[src/rtl/axi4_w_arb.sv]
// axi4_w_arb: round-robin arbiter that funnels single-beat write requests
// from NREQ requesters onto one AXI4 write master port. Only one write is
// in flight at a time. AW and W complete independently. The owner receives
// a one-cycle o_done pulse together with the captured BRESP.
module axi4_w_arb #(
  parameter int NREQ = 2,
  parameter int TAGW = 3,
  parameter int ADRW = 32,
  parameter int DATW = 256
) (
  input  logic                     i_clk,
  input  logic                     i_rst,
  input  logic [NREQ-1:0]          i_req_valid,
  input  logic [NREQ*ADRW-1:0]     i_req_addr,
  input  logic [NREQ*DATW-1:0]     i_req_data,
  input  logic [NREQ*(DATW/8)-1:0] i_req_strb,
  output logic [NREQ-1:0]          o_req_ready,
  output logic [NREQ-1:0]          o_done,
  output logic [1:0]               o_resp,
  output logic                     o_busy,
  output logic [TAGW-1:0]          o_m_awid,
  output logic [ADRW-1:0]          o_m_awaddr,
  output logic [7:0]               o_m_awlen,
  output logic [2:0]               o_m_awsize,
  output logic [1:0]               o_m_awburst,
  output logic                     o_m_awvalid,
  input  logic                     i_m_awready,
  output logic [DATW-1:0]          o_m_wdata,
  output logic [DATW/8-1:0]        o_m_wstrb,
  output logic                     o_m_wlast,
  output logic                     o_m_wvalid,
  input  logic                     i_m_wready,
  input  logic [TAGW-1:0]          i_m_bid,
  input  logic [1:0]               i_m_bresp,
  input  logic                     i_m_bvalid,
  output logic                     o_m_bready
);

  localparam int STBW = DATW / 8;
  localparam int IDXW = $clog2(NREQ);
  localparam logic [2:0] AWSIZE = 3'($clog2(STBW));
  localparam logic [NREQ-1:0] ONE_HOT0 = NREQ'(1);

  typedef enum logic [1:0] {
    IDLE = 2'd0,
    XFER = 2'd1,
    RESP = 2'd2
  } state_t;

  state_t            state_q;
  logic [IDXW-1:0]   last_q;
  logic [IDXW-1:0]   owner_q;
  logic              awvalid_q;
  logic              wvalid_q;
  logic [NREQ-1:0]   done_q;
  logic [1:0]        resp_q;
  logic [ADRW-1:0]   awaddr_q;
  logic [DATW-1:0]   wdata_q;
  logic [STBW-1:0]   wstrb_q;

  logic [IDXW-1:0]   cand_d [NREQ];
  logic              grant_vld_d;
  logic [IDXW-1:0]   grant_idx_d;
  logic              aw_hs;
  logic              w_hs;

  // BID carries no information here because only one write is ever outstanding.
  logic unused_bid;
  assign unused_bid = ^i_m_bid;

  assign aw_hs = awvalid_q & i_m_awready;
  assign w_hs  = wvalid_q & i_m_wready;

  // Candidate order for round robin: last_grant+1, last_grant+2, ... modulo NREQ
  always_comb begin
    for (int k = 0; k < NREQ; k++) begin
      cand_d[k] = IDXW'((int'(last_q) + k + 1) % NREQ);
    end
  end

  // Pick the first requesting candidate in round-robin order
  always_comb begin
    grant_vld_d = 1'b0;
    grant_idx_d = '0;
    for (int k = 0; k < NREQ; k++) begin
      if (!grant_vld_d && i_req_valid[cand_d[k]]) begin
        grant_vld_d = 1'b1;
        grant_idx_d = cand_d[k];
      end
    end
  end

  // Accept pulse is combinational so the requester sees it in the grant cycle;
  // it is suppressed while reset is asserted so nothing is accepted and then lost.
  assign o_req_ready = (!i_rst && state_q == IDLE && grant_vld_d)
                       ? (ONE_HOT0 << grant_idx_d) : '0;

  // Transfer FSM: grant/latch in IDLE, independent AW/W in XFER, B in RESP
  always_ff @(posedge i_clk) begin
    if (i_rst) begin
      state_q   <= IDLE;
      last_q    <= IDXW'(NREQ - 1);
      owner_q   <= '0;
      awvalid_q <= 1'b0;
      wvalid_q  <= 1'b0;
      done_q    <= '0;
      resp_q    <= 2'b00;
      awaddr_q  <= '0;
      wdata_q   <= '0;
      wstrb_q   <= '0;
    end else begin
      done_q <= '0;
      case (state_q)
        IDLE: begin
          if (grant_vld_d) begin
            owner_q   <= grant_idx_d;
            awaddr_q  <= i_req_addr[int'(grant_idx_d) * ADRW +: ADRW];
            wdata_q   <= i_req_data[int'(grant_idx_d) * DATW +: DATW];
            wstrb_q   <= i_req_strb[int'(grant_idx_d) * STBW +: STBW];
            awvalid_q <= 1'b1;
            wvalid_q  <= 1'b1;
            state_q   <= XFER;
          end
        end
        XFER: begin
          if (aw_hs) awvalid_q <= 1'b0;
          if (w_hs)  wvalid_q  <= 1'b0;
          // Simultaneous completion moves straight on; otherwise the move
          // happens once both valids have been observed low.
          if ((aw_hs && w_hs) || (!awvalid_q && !wvalid_q)) begin
            state_q <= RESP;
          end
        end
        RESP: begin
          if (i_m_bvalid) begin
            done_q  <= ONE_HOT0 << owner_q;
            resp_q  <= i_m_bresp;
            last_q  <= owner_q;
            state_q <= IDLE;
          end
        end
        default: state_q <= IDLE;
      endcase
    end
  end

  assign o_done      = done_q;
  assign o_resp      = resp_q;
  assign o_busy      = (state_q != IDLE);
  assign o_m_bready  = (state_q == RESP);

  assign o_m_awid    = '0;
  assign o_m_awaddr  = awaddr_q;
  assign o_m_awlen   = 8'd0;
  assign o_m_awsize  = AWSIZE;
  assign o_m_awburst = 2'b01;
  assign o_m_awvalid = awvalid_q;

  assign o_m_wdata   = wdata_q;
  assign o_m_wstrb   = wstrb_q;
  assign o_m_wvalid  = wvalid_q;
  assign o_m_wlast   = wvalid_q;

endmodule

[config.mk]
export PLATFORM = sky130hd
export DESIGN_NAME = axi4_w_arb
export DESIGN_NICKNAME = d
export VERILOG_FILES = /design/src/rtl/axi4_w_arb.sv
export SDC_FILE = /design/constraint.sdc
export NUM_CORES = 1
export LEC_CHECK = 0
export BUFFER_PORTS_ARGS = -buffer_cell sky130_fd_sc_hd__buf_4
export CAP_MARGIN = 20
export CORE_AREA = 3 3 386 388
export CTS_CLUSTER_SIZE = 14
export DETAILED_ROUTE_END_ITERATION = 12
export DIE_AREA = 0 0 389 391
export HOLD_SLACK_MARGIN = 0.1
export SETUP_SLACK_MARGIN = 0.2
export SLEW_MARGIN = 20
export SYNTH_ARGS = -nofsm -noshare
export SYNTH_HDL_FRONTEND = slang
export SYNTH_SLANG_ARGS = --single-unit
[constraint.sdc]
create_clock -name i_clk -period 1.8 [get_ports i_clk]
set_input_delay 0.36 -clock i_clk [delete_from_list [all_inputs] [get_ports i_clk]]
set_output_delay 0.36 -clock i_clk [all_outputs]
set_load 0.05 [all_outputs]
==> implementation parameters <==
Parameter                              Value

STA
  Worst Tran Pin Value ... 0.670 ns
  Worst hold margin ... 0.152 ns
  Tcrit/Tclk final ... 113%
  Timing-limited maximum frequency ... 0.490 GHz
  Relative slew slack ... 55.2%
  Period minus WS final ... 2.04 ns
  RSZ-0062 raised after global routing ... true
  Layout Skew ... 0.0157 ns
  Final Hold Fails ... 0
  Setup violation total in the final timing report ... 12
  Worst path setup slack after routing ... -0.241 ns
  Number of slew-limit violations in the final report ... 0

Global routing
  Via count of the first global-routing pass ... 22200
  Pin count of the biggest net entering global routing ... 62
  Antenna violations before repair ... 19
  Global-route wire length before repair ... 167000 µm
  Overall fraction of global-route tracks in use ... 15.1%
  Leftover overflow at the end of global routing ... 0

Layout
  Ratio of cells with drive above 1 in the final layout ... 36.8%
  Number of nets at the end of the flow ... 4124
  Utilization after layout ... 23.4%
  Area of the multi-input gates ... 7470 µm²
  Area growth from synthesis to final layout ... 130%
  Fin area ... 34100 µm²
  Register area ... 6640 µm²
  Non-filler instance count after layout ... 5430
  Filler cells ... 15400

Logic synthesis
  Share of synthesized cell area in and, or, nand and nor gates ... 17.1%
  Number of synthesis warnings ... 0
  Post-synthesis sequential element count ... 330
  Synthesized instance count ... 1880
  Synthesized-area fraction occupied by adder cells ... 0%
  Proportion of synthesized chip area in sequential cells ... 44.7%
  Dominant combinational cell family by area after synthesis ... compound AO/OA/AOI/OAI gates
  Post-Syn Area per Cell ... 7.87 µm²
  Compound-Gate Fraction of Synth Area ... 30.3%
  Parity-gate share of the synthesized area counting xor and xnor cells ... 0%
  Distinct cells, synth ... 31
  Netlist area before placement ... 14800 µm²
  Multiplexer share of the synthesized area ... 0.135%

Pwr
  Worst ir drop on vdd ... 0.000530 V
  Power share of the sequential group ... 27.8%
  Power per unit of standard cell area ... 980 nW/µm²
  Leakage power ... 14.6 nW
  Cell-internal power ... 19.7 mW
  Combinational share of power ... 44.5%
  Clock power frac ... 27.7%
  Switching portion of total power ... 41.1%
  Total net switching power ... 13.7 mW

Setup path
  Top cell family by delay on the critical path ... flip-flops
  Slowest cell delay on critical path ... 0.34 ns
  Critical path startpoint category ... flip-flop
  Data arrival time of the critical path ... 1.68 ns
  Cell at the slowest stage of the critical path ... dfxtp_2
  Worst-path cell chain ... a21bo_4 -> buf_12 -> nor3_4 -> buf_6
  Critical path capture point type ... output pin
  Largest fanout on the critical path ... 20
  Kind of critical path ... reg2out
  Required time of the critical path ... 1.44 ns
  Worst Path Buf+Inv ... 2

Floorplanning
  DIE AREA ... 152000 µm²
  Std cell rows ... 140
  Core area ... 146000 µm²
  Starting utilization of the core area ... 10.1%
  DIE HEIGHT ... 391 µm
  I/O pin count ... 999
  Width of the die ... 389 µm

Routing
  Final wirelength ... 125000 µm
  Detailed Route Iter0 Violations ... 1669
  Number of vias per cell after detailed routing ... 4.14
  Via count ... 22500
  Pre-antenna DRT Iters ... 5
  WL/cell ... 23.0 µm
  Count of unresolved DRC violations after routing ... 0
  Post-route ant nets ... 0

Placed design
  Routability congestion estimate ... 0.932
  Dpl cell area ... 25100 µm²
  HPWL reported at the end of detailed placement ... 92500 µm
  # placed instances ... 4688
  Setup slack at placement ... -0.142 ns
  Port Buf Inserts ... 979

Clock network
  Clock transition at the registers of the reported paths ... 0.06 ns
  Skew-Pair Late Insertion Delay ... 0.58 ns
  Number of buffers added by the clock tree synthesis step ... 41
  Maximum level of the CTS H-tree ... 2
  Number of buffers between clock root and the deepest sink ... 3
  Clock sink count ... 330
  TritonCTS clock tree ... built
  Root Driver ... clkbuf_16

Run status
  Result of the run ... finished, violations left
  Violations in the final reports ... setup timing

Min path
  Hold Path Class ... in2reg

Job
  Max_cap viols ... 0
## state kept, by name, indices dropped and copies added (netlist names)
register	flops
last_q	1
o_done	2
o_m_awaddr	32
o_m_awvalid	1
o_m_wdata	256
o_m_wlast	1
o_m_wstrb	32
o_resp	2
owner_q	1
state_q	2
## cells by family (layout without fill, tap and decap cells)
kind of cell / after synthesis / after routing
AND/OR/NAND/NOR: 661 / 661
AO/OA/AOI/OAI: 651 / 651
flip-flops: 330 / 330
buffers and inverters: 234 / 1842
other: 2 / 27
multiplexers: 2 / 2
## placed cells by master, fill, tap and decap left out, drive strengths merged, types with 2 or more instances in the layout
| cell type | count |
|---|---|
| diode | 11 |
| clkinv | 6 |
| bufbuf | 2 |
| nor3 | 3 |
| bufinv | 8 |
| nor2 | 6 |
| mux2i | 2 |
| dfxtp | 330 |
| conb | 16 |
| inv | 5 |
| a311oi | 320 |
| dlygate4sd3 | 625 |
| o21ai | 3 |
| clkbuf | 61 |
| clkinvlp | 3 |
| nand2 | 641 |
| buf | 1132 |
| a21oi | 325 |
## cell usage after synthesis, drive strengths merged
master  count  share of area (%)
a211o       1              0.059
a21bo       1              0.068
a21boi      1              0.076
a21oi     325                 11
a311oi    320                 19
and2        1              0.042
and3        1              0.042
and4        1              0.059
buf       163                5.9
clkbuf     68                1.7
conb        2              0.051
dfxtp     330                 45
inv         3              0.076
mux2i       2               0.14
nand2     641                 16
nand2b      1              0.042
nand3       1              0.034
nand3b      1              0.051
nor2        6               0.20
nor2b       1              0.042
nor3        3               0.10
nor3b       1              0.051
o21ai       3               0.10
or2         1              0.042
or3         1              0.042
or3b        1              0.059
## metal layers
layer / vias up / track usage, % / share of wire [%]
met5: - / 0 / 0.036
met4: 6 / 8.45 / 6.7
met3: 313 / 4.82 / 10
met2: 1494 / 22.9 / 43
met1: 10700 / 18.9 / 40
li1: 10000 / - / -
## stage by stage
stage,power (mW),setup TNS (ns)
after floorplan,16.1,0
after detailed placement,21.9,-9.29
after global routing,34.7,-5.01
after global placement,21.8,-4.31
final,33.4,-0.894
after CTS,33.1,-0.921
## worst reg2reg max path: stages, from the launching register on
cell and delay (ns):
dfxtp_2 0.37, a21bo_4 0.15, buf_4 0.21, buf_16 0.23
buf_16 0.37, nand2_1 0.13, a311oi_1 0.29
## power by group through the flow
stage	combinational (mW)	sequential, mW	clock (mW)
after floorplan	3.19	12.9	0
after global placement	12.5	9.32	0
after detailed placement	12.5	9.35	0
after CTS	14.4	9.23	9.48
after global routing	15.5	9.38	9.75
final	14.8	9.28	9.24
## what timing repair did
action / in CTS / in global routing
resized for setup: 113 / 48
hold buffers: 625 / 0
setup endpoints to repair: 381 / 423
endpoints found under the hold margin: 323 / 0
gates cloned: 6 / 9
buffers inserted: 12 / 6
pin swaps: 45 / 47
## final cells by class
type / instances / area share [%]
clock inverters: 19 / 0.911
flip-flops and latches: 330 / 19.5
inverters: 3 / 0.0478
clock buffers: 54 / 3.39
well taps: 1917 / 7.04
multi-input cells: 1330 / 21.9
diodes: 11 / 0.0808
repair buffers: 1766 / 47.1
## path summary, 6_finish.rpt
check	slack (ns)	cells past startpoint	to	startpoint
worst max-delay path	-0.24	4	o_req_ready[1]	last_q
worst min-delay path	0.15	3	o_m_wdata[20]	i_req_data[276]
worst max register to register	-0.05	6	o_m_wdata[28]	last_q
worst min register to register	0.48	1	o_done[0]	owner_q
Note: power is estimated with default switching activity, not from simulation.
